===== config.mk =====
export PLATFORM = sky130hd
export DESIGN_NAME = poly_result_fold
export DESIGN_NICKNAME = d
export VERILOG_FILES = /design/src/rtl/poly_result_fold.sv
export SDC_FILE = /design/constraint.sdc
export NUM_CORES = 1
export LEC_CHECK = 0
export BUFFER_PORTS_ARGS = -buffer_cell sky130_fd_sc_hd__buf_2
export CAP_MARGIN = 20
export CORE_MARGIN = 5
export CORE_UTILIZATION = 55
export DETAILED_ROUTE_END_ITERATION = 10
export GPL_TIMING_DRIVEN = 0
export MAX_ROUTING_LAYER = met4
export PLACE_DENSITY = 0.73
export SLEW_MARGIN = 10
export SYNTH_ARGS = -nofsm -noshare
export SYNTH_HDL_FRONTEND = slang
export SYNTH_SLANG_ARGS = --single-unit

===== constraint.sdc =====
create_clock -name clk -period 5.38 [get_ports clk]
set_input_delay 0.538 -clock clk [delete_from_list [all_inputs] [get_ports clk]]
set_output_delay 0.538 -clock clk [all_outputs]
set_load 0.01 [all_outputs]

===== src/rtl/poly_result_fold.sv =====
// Reads a 2N-bit product c(x) from the result RAM and reduces it modulo (x^N - 1).
// The folded result r[i] = c[i] ^ c[i+N] is streamed out as 4-word beats on valid/ready.
module poly_result_fold #(
  parameter int N          = 17669,
  parameter int RAMWIDTH   = 32,
  parameter int X          = 1106,
  parameter int ADDR_WIDTH = 11,
  parameter int NW         = 553,
  parameter int Q          = 552,
  parameter int S          = 5
) (
  input  logic                    clk,
  input  logic                    rst_n,
  input  logic                    start,
  output logic [ADDR_WIDTH-1:0]   res_addr,
  output logic                    res_rd,
  input  logic [RAMWIDTH-1:0]     res_dout,
  output logic [4*RAMWIDTH-1:0]   out_data,
  output logic                    out_valid,
  input  logic                    out_ready,
  output logic                    busy_o,
  output logic                    done
);

  localparam int KW = $clog2(NW + 1);
  localparam logic [RAMWIDTH-1:0] LAST_MASK =
    (S == 0) ? {RAMWIDTH{1'b1}} : RAMWIDTH'((64'd1 << S) - 64'd1);

  if ((Q + NW > X - 1) || (N != Q * RAMWIDTH + S)) begin : g_param_check
    $error("poly_result_fold: inconsistent N/Q/S/NW/X parameters");
  end

  typedef enum logic [2:0] {IDLE, PRIME, RD_HI, RD_LO, COMBINE, EMIT, FIN} state_t;

  state_t                  state_q;
  logic [KW-1:0]           k_q;
  logic                    prime_q;
  logic [RAMWIDTH-1:0]     hi_prev_q;
  logic [RAMWIDTH-1:0]     hi_cur_q;
  logic [4*RAMWIDTH-1:0]   pack_q;

  logic [RAMWIDTH-1:0]     fold_hi;
  logic [RAMWIDTH-1:0]     w;
  logic [4*RAMWIDTH-1:0]   pack_d;
  logic                    last_k;
  logic                    lane3;

  // Address of the high-half word that pairs with result word kk.
  function automatic logic [ADDR_WIDTH-1:0] addr_hi(input logic [KW-1:0] kk);
    return ADDR_WIDTH'(Q + 1 + int'(kk));
  endfunction

  assign last_k = (k_q == KW'(NW - 1));
  assign lane3  = (k_q[1:0] == 2'd3);

  // The low word is consumed straight off the RAM port in the cycle it returns (COMBINE).
  always_comb begin
    fold_hi = hi_prev_q;
    if (S != 0) fold_hi = (hi_prev_q >> S) | (hi_cur_q << (RAMWIDTH - S));
    w = res_dout ^ fold_hi;
    if (last_k) w = w & LAST_MASK;
    pack_d = pack_q;
    pack_d[RAMWIDTH*int'(k_q[1:0]) +: RAMWIDTH] = w;
  end

  always_ff @(posedge clk) begin
    if (!rst_n) begin
      state_q   <= IDLE;
      k_q       <= '0;
      prime_q   <= 1'b0;
      pack_q    <= '0;
      res_addr  <= '0;
      res_rd    <= 1'b0;
      out_data  <= '0;
      out_valid <= 1'b0;
      busy_o    <= 1'b0;
      done      <= 1'b0;
    end else begin
      done <= 1'b0;
      case (state_q)
        IDLE: begin
          if (start) begin
            busy_o   <= 1'b1;
            k_q      <= '0;
            pack_q   <= '0;
            res_rd   <= 1'b1;
            res_addr <= ADDR_WIDTH'(Q);
            state_q  <= PRIME;
          end
        end
        PRIME: begin
          prime_q  <= 1'b1;
          res_rd   <= 1'b1;
          res_addr <= addr_hi(k_q);
          state_q  <= RD_HI;
        end
        RD_HI: begin
          prime_q  <= 1'b0;
          res_rd   <= 1'b1;
          res_addr <= ADDR_WIDTH'(k_q);
          state_q  <= RD_LO;
        end
        RD_LO: begin
          res_rd  <= 1'b0;
          state_q <= COMBINE;
        end
        COMBINE: begin
          pack_q <= pack_d;
          if (lane3 || last_k) begin
            out_data  <= pack_d;
            out_valid <= 1'b1;
            state_q   <= EMIT;
          end else begin
            k_q      <= k_q + KW'(1);
            res_rd   <= 1'b1;
            res_addr <= addr_hi(k_q + KW'(1));
            state_q  <= RD_HI;
          end
        end
        EMIT: begin
          if (out_ready) begin
            out_valid <= 1'b0;
            pack_q    <= '0;
            if (last_k) begin
              done    <= 1'b1;
              state_q <= FIN;
            end else begin
              k_q      <= k_q + KW'(1);
              res_rd   <= 1'b1;
              res_addr <= addr_hi(k_q + KW'(1));
              state_q  <= RD_HI;
            end
          end
        end
        FIN: begin
          busy_o  <= 1'b0;
          state_q <= IDLE;
        end
        default: state_q <= IDLE;
      endcase
    end
  end

  // Read data lands one cycle after its issue; hi_prev is seeded once from word Q.
  always_ff @(posedge clk) begin
    if (state_q == RD_HI && prime_q) hi_prev_q <= res_dout;
    if (state_q == RD_LO)            hi_cur_q  <= res_dout;
    if (state_q == COMBINE)          hi_prev_q <= hi_cur_q;
  end

endmodule


* Yosys cells after proc, flatten, opt, wreduce, memory -nomap -nowiden
Index checks and enable logic that the tools add are counted.
** Storage, ports and cells
- Flip-flop bits (word level) :: 349
- Input bits :: 36
- Output and inout bits :: 143
- Word-level logic and storage cells :: 86
** Operators by class
- $add $sub $neg :: 4
- Equal/unequal tests :: 13
- Shifts and indexed selects :: 2
- Muxes and demuxes :: 33
- Bitwise logic cells :: 2
- Reduce and logical (&&, ||, !) cells :: 20
** Operators with widths (count)
- 128-bit case mux with 3 select lines :: 1
- 128-bit two-way mux :: 2
- 128-bit bitwise mux :: 1
- 32-bit by 33-bit variable shift with 128-bit output, first input constant :: 1
- 32-bit by 33-bit variable part select with 128-bit output :: 1
- 32-bit two-way mux :: 3
- 11-bit case mux with 5 select lines :: 1
- 11-bit two-way mux :: 4
- 10-bit two-way mux :: 4
- 7-bit negator with 33-bit output :: 1
- 27-bit by 32-bit bitwise OR with 32-bit output :: 1
- 32-bit bitwise XOR :: 1
- 10-bit case mux with 3 select lines :: 1
- 10-bit by 10-bit adder with 11-bit output, first input constant :: 2
- 3-bit case mux with 6 select lines :: 1
- 5-bit AND reduction :: 3
- 3-bit two-way mux :: 4
- 10-bit by 1-bit adder with 10-bit output, second input constant :: 1
- 10-bit equality test, second input constant :: 1
- 2-bit inequality test, second input constant :: 5
- 5-bit nonzero test :: 2
- 3-bit equality test, second input constant :: 3
- 3-bit AND reduction :: 3
- 2-bit nonzero test :: 4
- other kinds (12) :: 23

* Depth between registers and ports, before layout
- Word-level depth :: 6
- Mapped depth :: 12
- Mapped depth without buffers :: 12

* Worst setup path after synthesis
No wires, ideal clock.
- Kind :: flip-flop to flip-flop
- Start point :: reg k_q[0]
- End point :: reg res_addr[8]
- Library setup time :: 0.125 ns
- Arrival :: 2.361 ns
- Data required time :: 5.255 ns
- Slack :: 2.893 ns
- Cell stages (with the launch flop) :: 13
- Path buffers :: 0
- Period minus slack after synthesis :: 2.487 ns
- Cell sequence :: dfxtp_1 -> inv_1 -> ha_1 -> and3b_1 -> a21oi_1 -> inv_1 -> ha_1 -> nand2b_1 -> mux2i_1 -> o32ai_1 -> a22oi_1 -> mux2i_1 -> a31oi_1
** Between the ends
- Cells in the longest elaborated chain, start to end :: 5
- Elaborated cells between the ends (all ways) :: 13
- Classes of those cells :: 3 x add/sub; 4 x eq/ne; 4 x mux; 2 x reduce/logical
** RTL lines
- start, declared :: RTL line 36 : logic [KW-1:0] k_q;
- start signal, assigned :: RTL line 114 : k_q <= k_q + KW'(1);
- start signal, assigned :: RTL line 128 : k_q <= k_q + KW'(1);
- 10-bit by 1-bit adder with 10-bit output :: RTL line 116, 130
- 10-bit by 10-bit adder with 11-bit output :: RTL line 50 : return ADDR_WIDTH'(Q + 1 + int'(kk));
- 11-bit two-way mux :: RTL line 124 : if (last_k) begin
- 11-bit two-way mux :: RTL line 121 : if (out_ready) begin
- 11-bit case mux with 5 select lines :: RTL line 80 : case (state_q)
- end signal, assigned :: RTL line 87 : res_addr <= ADDR_WIDTH'(Q);
- end signal, assigned :: RTL line 94 : res_addr <= addr_hi(k_q);
- end signal, assigned :: RTL line 130 : res_addr <= addr_hi(k_q + KW'(1));
- end, declared :: RTL line 15 : output logic [ADDR_WIDTH-1:0] res_addr,
Parallel ways exist; a longest one is shown, timed or not. The select of a mux whose other input is x is not followed.
A chain may end at the register's enable or synchronous reset.

* Worst setup path after layout
- Start point :: reg k_q[0]
- End point :: reg res_addr[6]
Same word-level chain as after synthesis.

==> metrics.md <==
| Metric | Value |
|---|---|
| Outcome | finished, final reports clean |
| Hold wc startpoint | res_dout[0] |
| VDD IR-drop max | 0.000293 V |
| Num CTS Buffers | 36 |
| R2r startpoint | k_q[0]$_SDFFE_PN0P_ |
| Via count | 13038 |
| Clk sink count | 344 |
| Port Buffer Count | 177 |
| FF-to-FF End | res_addr[6]$_SDFFE_PN0P_ |
| CP Cell Sequence | inv_1 -> ha_1 -> and3b_1 -> a21oi_1 -> inv_1 -> ha_1 -> nand2_1 -> mux2i_1 -> o32ai_1 -> a21boi_0 -> o21ai_0 -> a31oi_1 |
| RSZ-0062 raised after global routing | false |
| Initial DRT Pass Iterations | 5 |
| Area delta synth->final | 17.8% |
| Hold/Removal Path Class | in2reg |
| Dpl ws | 2.01 ns |
| Post-DP HPWL | 31300 um |
| Leading area contributor after synthesis | dfxtp_1 |
| Commonest non-fill, non-tap cells in the layout | nor2_1 (412), dfxtp_1 (285), buf_2 (223) |
| Ys Warns | 0 |
| Data arrival time of the critical path | 3.47 ns |
| Power consumption | 5470 uW |
| Setup Skew | 0.0260 ns |
| FP Rows | 59 |
| Main synth FF type | dfxtp_1 |
| Max Transition Viols Final | 0 |
| Slew @ Worst Pin | 1.21 ns |
| Most common cell after layout, fill and taps aside | nor2_1 |
| WS Path Type | reg2reg |
| Worst Path Buf+Inv | 2 |
| Chip height | 172 um |
| Hold WS | 0.237 ns |
| Nets@finish | 1916 |
| CTS max path bufs | 3 |
| Async set-reset flop share out of synthesis | 0 |
| R2R depth | 12 |
| Final ANT Viol Nets | 0 |
| Post-CTS Resized | 0 |
| Min cycle time layout | 3.07 ns |
| Number of diodes | 0 |
| Max_cap viols | 0 |
| Crit-path leading delay family | compound AO/OA/AOI/OAI gates |
| #FFs+latches synth | 344 |
| IO Count | 179 |
| Share of the synthesized area in the top cell type | 0.397 |
| Initial antenna violation count | 0 |
| DIE AREA | 29500 sq um |
| Max incr delay on CP | 0.49 ns |
| Number of synthesized flops with an enable pin | 59 |
| WL/cell | 19.6 um |
| Synth top area cells | dfxtp_1 (40%), edfxtp_1 (12%), nor2_1 (11%) |
| GR Util All Layers | 0.298 |
| Pwr per Cell Area | 323 nW/um^2 |
| R2R setup slack | 2.31 ns |
| Synth Instances | 1656 |
| Share of cells above drive strength 1 | 0.171 |
| Pleak | 0.00642 uW |
| CTS tree | built |
| GP Congestion | 0.930 |
| Iter 0 DRT Violations | 1375 |
| Overflow after GRT | 0 |
| Netlist cell types | 59 |
| Core ar. | 25900 sq um |
| Hold Vio Cnt, Final | 0 |
| Worst setup SP type | flop |
| Hold Path Depth | 1 |
| Mean Syn Cell Area | 8.69 sq um |
| F_max | 325 MHz |
| FILL cells | 2206 |
| Slowest-stage cell, CP | dfxtp_1 |
| Via density per instance | 5.84 |
| Setup bufs post-CTS | 0 |
| H-tree depth | 2 |
| Slew headroom | 0.185 |
| Worst-Skew Late Latency | 0.53 ns |
| Nature of the critical path endpoint | flop |
| Post-CTS Hold Fix Bufs | 0 |
| Final setup fails | 0 |
| Data required time at the worst endpoint | 5.77 ns |
| First-pass GRT wire length | 67400 um |
| Initial core utilization | 0.555 |
| Fin crit share | 0.571 |
| Synthesized area | 14400 sq um |
| Largest net degree at the start of global routing | 35 |
| CTS clock-pin slew for the worst setup and hold paths | 0.07 ns |
| Residual DRC | 0 |
| Die Width | 172 um |
| Worst Hold Path EP | hi_cur_q[0]$_DFFE_PP_ |
| Vias in the first global route | 12296 |
| Overall routed net length | 43800 um |
| Layout Utilization | 0.654 |
| Peak fanout along the critical path | 9 |
| Root buffer cell | clkbuf_16 |
| Crit path from | k_q[0]$_SDFFE_PN0P_ |
| Setup TNS | 0 ns |
| Syn Nets | 1700 |
| Slack of the critical path | 2.31 ns |
| Seq/Total Area, Yosys | 0.520 |
==> report_power, final <==
group          switching, uW  internal, uW  total, uW  leakage [uW]
sequential              9.25          2630       2640       0.00283
clock                   1010          1540       2550      0.000606
combinational            199          70.8        270       0.00299
total                   1220          4240       5470       0.00642
==> metrics by stage <==
stage / instance area, sq um / std cells
floorplan: 14400 / 1656
global placement: 15700 / 2168
detailed placement: 15700 / 2168
CTS: 16900 / 2233
global route: 16900 / 2234
finish: 16900 / 2234
==> synthesized netlist by cell type, types with 9 or more instances <==
cell,count
nor2_1,412
dfxtp_1,285
nor3_1,138
inv_1,136
o22ai_1,132
a22oi_1,130
clkbuf_1,78
edfxtp_1,59
buf_2,46
xnor2_1,37
mux2_2,27
nand2_1,23
o21ai_0,21
a21oi_1,17
nand3_1,9
==> flip-flops by register name, summed over array words and instances (netlist names), 3 cells and up <==
| name | count |
|---|---|
| pack_q | 128 |
| hi_cur_q | 32 |
| state_q | 3 |
| out_data | 128 |
| k_q | 10 |
| hi_prev_q | 27 |
| res_addr | 11 |
==> kinds of logic after synthesis <==
kind of cell	after synthesis	share of synthesized area
compound gates	342	0.163
xor+xnor	40	0.0249
simple gates	620	0.187
fa+ha+maj	8	0.00696
buf+inv	272	0.0760
mux	30	0.0232
flops	344	0.520
==> area by class of cell <==
cell class	count	area [sq um]	area share
clock buffers	55	1090	0.0641
repair buffers	178	913	0.0539
flip-flops and latches	344	7480	0.441
clock inverters	10	136	0.00805
plain buffers	134	576	0.0340
well taps	335	419	0.0247
inverters	138	518	0.0306
multi-input cells	1040	5820	0.343
==> how the worst max path moves through the flow <==
stage / to / cells past startpoint
after floorplan: res_addr[8]$_SDFFE_PN0P_ / 12
after global routing: res_addr[6]$_SDFFE_PN0P_ / 12
after detailed placement: hi_prev_q[25]$_DFFE_PP_ / 6
final: res_addr[6]$_SDFFE_PN0P_ / 12
after CTS: hi_prev_q[31]$_DFFE_PP_ / 6
after global placement: hi_prev_q[30]$_DFFE_PP_ / 6
==> per-layer routing <==
| metal | GRT usage | routed length, um |
|---|---|---|
| met3 | 0.0416 | 4150 |
| met1 | 0.403 | 18300 |
| met2 | 0.462 | 19800 |
| met4 | 0.108 | 1580 |
| met5 | - | 0 |
==> worst register-to-register path, cell delays in order, from the launching register on <==
cell and delay, ns:
dfxtp_1 0.49, inv_1 0.22, ha_1 0.40, and3b_1 0.20, a21oi_1 0.23, inv_1 0.08, ha_1 0.24, nand2_1 0.08
mux2i_1 0.08, o32ai_1 0.38, a21boi_0 0.15, o21ai_0 0.27, a31oi_1 0.14
(Power assumes the default switching activity.)
